==> src/rtl/bp_cacc_flit_arbiter.sv <==
// rtl/bp_cacc_flit_arbiter.sv - packet-atomic flit arbiter with per-input FIFOs and round-robin/fixed priority
module bp_cacc_flit_arbiter #(
  parameter int num_in_p     = 2,
  parameter int flit_width_p = 64,
  parameter int cord_width_p = 8,
  parameter int len_width_p  = 4,
  parameter int fifo_els_p   = 2,
  parameter int rr_mode_p    = 1
) (
  input  logic                             clk_i,
  input  logic                             reset_n_i,
  input  logic [num_in_p*flit_width_p-1:0] data_i,
  input  logic [num_in_p-1:0]              v_i,
  output logic [num_in_p-1:0]              ready_o,
  output logic [flit_width_p-1:0]          data_o,
  output logic                             v_o,
  input  logic                             ready_i,
  output logic [$clog2(num_in_p)-1:0]      grant_id_o,
  output logic [15:0]                      pkt_count_o
);

  localparam int id_w = $clog2(num_in_p);
  localparam int aw   = $clog2(fifo_els_p);

  typedef enum logic {IDLE = 1'b0, BUSY = 1'b1} state_e;

  state_e                  r_state, w_state_n;
  logic [id_w-1:0]         r_lock, w_lock_n;
  logic [len_width_p-1:0]  r_cnt, w_cnt_n;
  logic [id_w-1:0]         r_rr_ptr, w_rr_n;
  logic [15:0]             r_pkt_cnt;
  logic                    w_pkt_inc;

  logic [num_in_p-1:0]     w_empty;
  logic [num_in_p-1:0]     w_full;
  logic [flit_width_p-1:0] w_head [num_in_p];
  logic [id_w-1:0]         w_grant, w_rr_pick, w_fix_pick;
  logic                    w_hs;
  logic [len_width_p-1:0]  w_hdr_len;
  int                      w_idx;

  // Wrap-around successor of a channel index; used to rotate priority past the last winner.
  function automatic logic [id_w-1:0] f_next(input logic [id_w-1:0] g);
    return (32'(g) == 32'(num_in_p - 1)) ? '0 : g + 1'b1;
  endfunction

  for (genvar g = 0; g < num_in_p; g++) begin : g_fifo
    logic [flit_width_p-1:0] r_mem [fifo_els_p];
    logic [aw:0]             r_wptr, r_rptr;
    logic                    w_enq, w_deq;

    assign w_empty[g] = (r_wptr == r_rptr);
    assign w_full[g]  = (r_wptr[aw] != r_rptr[aw]) && (r_wptr[aw-1:0] == r_rptr[aw-1:0]);
    assign ready_o[g] = ~w_full[g];
    assign w_enq      = v_i[g] & ~w_full[g];
    assign w_deq      = w_hs & (w_grant == id_w'(g));
    assign w_head[g]  = r_mem[r_rptr[aw-1:0]];

    // Per-channel circular buffer; extra pointer bit distinguishes full from empty.
    always_ff @(posedge clk_i or negedge reset_n_i) begin
      if (!reset_n_i) begin
        r_wptr <= '0;
        r_rptr <= '0;
        for (int k = 0; k < fifo_els_p; k++) r_mem[k] <= '0;
      end else begin
        if (w_enq) begin
          r_mem[r_wptr[aw-1:0]] <= data_i[g*flit_width_p +: flit_width_p];
          r_wptr                <= r_wptr + 1'b1;
        end
        if (w_deq) r_rptr <= r_rptr + 1'b1;
      end
    end
  end

  // Winner selection: lowest non-empty index, or first non-empty at/after rr_ptr; locked while mid-packet.
  always_comb begin
    w_fix_pick = '0;
    w_rr_pick  = '0;
    w_idx      = 0;
    for (int k = num_in_p - 1; k >= 0; k--) begin
      if (!w_empty[k]) w_fix_pick = id_w'(k);
      w_idx = int'(r_rr_ptr) + k;
      if (w_idx >= num_in_p) w_idx = w_idx - num_in_p;
      if (!w_empty[w_idx]) w_rr_pick = id_w'(w_idx);
    end
    if (r_state == BUSY)     w_grant = r_lock;
    else if (rr_mode_p != 0) w_grant = w_rr_pick;
    else                     w_grant = w_fix_pick;
  end

  assign data_o      = w_head[w_grant];
  assign v_o         = ~w_empty[w_grant];
  assign w_hs        = v_o & ready_i;
  assign grant_id_o  = w_grant;
  assign pkt_count_o = r_pkt_cnt;
  assign w_hdr_len   = data_o[cord_width_p+len_width_p-1:cord_width_p];

  // Next-state logic: headers with a body lock the grant until the body count runs out.
  always_comb begin
    w_state_n = r_state;
    w_lock_n  = r_lock;
    w_cnt_n   = r_cnt;
    w_rr_n    = r_rr_ptr;
    w_pkt_inc = 1'b0;
    case (r_state)
      IDLE: begin
        if (w_hs) begin
          if (w_hdr_len == '0) begin
            w_pkt_inc = 1'b1;
            w_rr_n    = f_next(w_grant);
          end else begin
            w_state_n = BUSY;
            w_lock_n  = w_grant;
            w_cnt_n   = w_hdr_len;
          end
        end
      end
      BUSY: begin
        if (w_hs) begin
          w_cnt_n = r_cnt - 1'b1;
          if (r_cnt == len_width_p'(1)) begin
            w_state_n = IDLE;
            w_pkt_inc = 1'b1;
            w_rr_n    = f_next(r_lock);
          end
        end
      end
      default: w_state_n = IDLE;
    endcase
  end

  // FSM state register.
  always_ff @(posedge clk_i or negedge reset_n_i) begin
    if (!reset_n_i) r_state <= IDLE;
    else            r_state <= w_state_n;
  end

  // Grant lock, body counter, priority pointer and completed-packet counter.
  always_ff @(posedge clk_i or negedge reset_n_i) begin
    if (!reset_n_i) begin
      r_lock    <= '0;
      r_cnt     <= '0;
      r_rr_ptr  <= '0;
      r_pkt_cnt <= '0;
    end else begin
      r_lock   <= w_lock_n;
      r_cnt    <= w_cnt_n;
      r_rr_ptr <= w_rr_n;
      if (w_pkt_inc) r_pkt_cnt <= r_pkt_cnt + 16'd1;
    end
  end

endmodule

==> config.mk <==
export PLATFORM = sky130hd
export DESIGN_NAME = bp_cacc_flit_arbiter
export DESIGN_NICKNAME = d
export VERILOG_FILES = /design/src/rtl/bp_cacc_flit_arbiter.sv
export SDC_FILE = /design/constraint.sdc
export NUM_CORES = 1
export LEC_CHECK = 0
export CORE_ASPECT_RATIO = 1.2
export CORE_MARGIN = 1.5
export CORE_UTILIZATION = 55
export CTS_CLUSTER_SIZE = 8
export DETAILED_ROUTE_END_ITERATION = 10
export GPL_ROUTABILITY_DRIVEN = 0
export PLACE_DENSITY = 0.85
export SETUP_SLACK_MARGIN = 0.15
export SYNTH_ARGS = -nofsm -noshare
export SYNTH_HDL_FRONTEND = slang
export SYNTH_SLANG_ARGS = --single-unit
export TNS_END_PERCENT = 10
==> constraint.sdc <==
create_clock -name clk_i -period 4.8 [get_ports clk_i]
set_input_delay 0.48 -clock clk_i [delete_from_list [all_inputs] [get_ports clk_i]]
set_output_delay 0.48 -clock clk_i [all_outputs]
set_load 0.03 [all_outputs]
==> results.rst <==
.. list-table::
   :header-rows: 1

   * - Metric
     - Value
   * - Status
     - finished, final reports clean
   * - Post-Route Setup TNS
     - 0 ns
   * - Worst slack at placement
     - around 1.2 ns
   * - Hold Fails Final Rpt
     - 0
   * - Transition time of the tightest slew-check pin
     - approximately 1.1 ns
   * - Via count
     - between 8,000 and 9,000
   * - Mapped Nets
     - roughly 1,100
   * - Number of global-route vias before repair
     - 9,241
   * - Clock sink count
     - 287
   * - Starting density of the core
     - 0.5631
   * - Worst Setup End Kind
     - output pin
   * - Warnings, synthesis
     - 0
   * - Total setup violations reported at the end of the flow
     - 0
   * - Largest net degree at the start of global routing
     - approximately 130
   * - Share of post-route cells with drive strength above 1
     - 0.2755
   * - Total CTS buffers
     - just over 40
   * - Fraction of synthesis flops using an asynchronous set or reset pin
     - 1.000
   * - Flip-flop and latch count after synthesis
     - between 200 and 300
   * - Final WS setup
     - 0.6345 ns
   * - Resized cells post-CTS
     - 0
   * - Category of the worst setup path launch point
     - register
   * - Post-CTS Repair Setup Buffers
     - 0
   * - Max-cap violations
     - 0
   * - Top_reg_cell synth
     - dfrtp_1
   * - Data arrival time of the critical path
     - around 3.7 ns
   * - Mapped Cells
     - between 1,000 and 1,500
   * - Top-area cell type share of the netlist area
     - 0.5479
   * - # rows
     - just over 60
   * - Sum of routed wire length over all layers
     - 29.95 mm
   * - Worst clock skew
     - 0.01604 ns
   * - Half-perimeter wire length of the detailed placement result
     - 18.78 mm
   * - Detail-routed net length per standard cell
     - between 15 and 20 um
   * - Sequential share of the synthesized area
     - 0.5479
   * - Clock-pin slew of the registers on the worst-case setup and hold paths
     - about 0.050 ns
   * - GR Layer Usage met1
     - 0.3009
   * - Number of buffers inserted for hold repair after clock tree synthesis
     - 0
   * - Setup repair after global routing missed its margin
     - no
   * - H-tree depth reported by CTS
     - 2
   * - Root buffer cell
     - clkbuf_16
   * - Die outline area
     - about 0.025 mm^2
   * - Slew margin rel.
     - 0.2445
   * - Number of library cell types mapped by synthesis
     - 41
   * - Area overhead of the layout relative to synthesis
     - 26.77%
   * - Met3 Use GR
     - 0.07394
   * - Clock tree from TritonCTS
     - yes
   * - Clock buffer depth
     - 3
   * - Pleak
     - around 6.9 nW
   * - Most common cell after layout, fill and taps aside
     - dfrtp_1
   * - Most frequent cells in the layout
     - dfrtp_1, mux2_2, clkdlybuf4s50_1
   * - Peak-usage layer in the global routing report
     - met2
   * - Placeable core region
     - between 0.02 and 0.025 mm^2
   * - Final #Nets
     - approximately 1,300
   * - Cell taking the most area after synthesis
     - dfrtp_1
   * - Total Power Consumption
     - 0.01462 W
   * - Top-level I/O count
     - roughly 220
   * - First drt pass iteration count
     - 4
   * - CP Max Fanout
     - 74
   * - Port bufs
     - between 200 and 250
   * - GRT Total Usage
     - 0.2483
   * - Syn Std Cell Area
     - ~0.013 mm^2
   * - Critical path start-end classification
     - register to output pin
   * - Class of the most critical hold timing path
     - input port to async pin
   * - DRC errors left
     - 0
   * - Max-slew violation count
     - 0
   * - Minimum period implied by the final worst setup slack
     - between 4 and 5 ns
   * - FMAX
     - 240.1 MHz
   * - Antenna violations before repair
     - 2
   * - Final period utilization
     - 0.8678
   * - Number of cells after detailed placement
     - around 1,500
   * - DRT iter0 DRCs
     - roughly 360
   * - Data required time at the worst endpoint
     - about 4.3 ns
   * - Vertical extent of the die
     - roughly 170 um
   * - Routing usage on met2
     - 0.4290
   * - Congestion Overflow GR
     - 0
   * - Wire length of the first global-routing pass
     - between 40 and 50 mm
   * - Power density cells
     - 879.6 mW/mm^2
   * - Cell types occupying the most area after synthesis
     - dfrtp_1, mux2_2, mux2i_1
   * - Post-synth EDFFs
     - 0
   * - Mean Syn Cell Area
     - around 13 um^2
   * - Final-layout fill cell count
     - approximately 1,600
   * - Vias per cell
     - 5.677
   * - Clock latency at the later pin of the worst-skew pair
     - between 0.5 and 0.6 ns
   * - Count of nets left with antenna violations after detail routing
     - 0
   * - Peak ir drop on the vdd network
     - about 640 uV
   * - Die X-Extent
     - about 140 um
   * - Number of cells in the finished layout apart from fillers
     - 1,522
==> cells by family (layout without fill, tap and decap cells) <==
logic type | after synthesis | after routing | share of synthesized area
and+or+nand+nor | 143 | 143 | 0.06195
AOI/OAI and AO/OA | 141 | 141 | 0.07006
adders and majority gates | 3 | 3 | 0.002864
muxes | 329 | 329 | 0.2763
xor gates and xnor gates | 26 | 26 | 0.01852
other | 0 | 2 | 0
buffers and inverters | 72 | 276 | 0.02243
DFF | 287 | 287 | 0.5479
==> metal layers <==
layer / share of wire / vias to the layer above
li1: - / 3995
met1: 0.41 / 4356
met2: 0.50 / 243
met3: 0.071 / 46
met4: 0.019 / 0
met5: 0 / -
==> area by class of cell <==
cell class                      instances  area [um^2]  area share
Multi-Input combinational cell        642         5663      0.3408
Antenna cell                            2        5.005   0.0003012
Sequential cell                       287         7189      0.4326
Timing Repair Buffer                  224         2252      0.1355
Clock inverter                          1        8.758   0.0005270
Clock buffer                           46         1087     0.06543
Tap cell                              315        394.1     0.02372
Inverter                                5        18.77    0.001129
==> cells in the mapped netlist (all sizes together) (3+ instances only) <==
library cell / instances
dfrtp: 287
mux2: 263
a21oi: 68
mux2i: 66
a211oi: 62
nor2b: 62
clkbuf: 49
buf: 18
nand3: 18
nand2: 16
nor2: 15
xor2: 15
xnor2: 11
nor3: 8
o21ai: 5
and3: 4
inv: 4
ha: 3
nand2b: 3
nand4: 3
nor4: 3
==> where the power goes <==
group | switching, W | internal, W
Sequential | 0.000819 | 0.00365
Combinational | 0.00402 | 0.00362
Clock | 0.000946 | 0.00157
==> stage by stage <==
step	area [um^2]	hold WS, ns	util
floorplan	13110	0.1844	-
global placement	15520	0.4574	0.6666
detailed placement	15520	0.4627	0.6666
CTS	16610	0.05636	0.7137
global route	16620	0.09233	0.7138
finish	16620	0.009550	0.7139
==> worst max-delay path, cell delays in order, from the launching register on <==
cell             delay (ns)
dfrtp_4                0.96
xnor2_2                0.26
a21oi_2                0.13
o31ai_4                0.32
buf_4                  0.45
a211oi_1               0.12
a21oi_1                0.22
clkdlybuf4s50_1        0.70
==> registers in the layout, indices dropped and copies added, names as in the netlist <==
name and cells:
g_fifo.r_wptr 4, r_cnt 4, g_fifo.r_mem 256, r_state 1
pkt_count_o 16, g_fifo.r_rptr 4, r_rr_ptr 1, r_lock 1
==> worst paths after layout <==
path	start	end	slack [ns]	cells past startpoint
setup reg to reg	g_fifo[0].r_rptr[0]	pkt_count_o[12]	1.33	8
hold / removal	reset_n_i	g_fifo[0].r_mem[116]	0.01	1
hold reg to reg	pkt_count_o[15]	pkt_count_o[15]	0.47	1
min in group clk_i	pkt_count_o[15]	pkt_count_o[15]	0.47	1
setup / recovery	g_fifo[0].r_rptr[0]	data_o[32]	0.63	7
max in group asynchronous	reset_n_i	g_fifo[1].r_rptr[0]	3.55	2
Power figures use the tool's default switching activity.
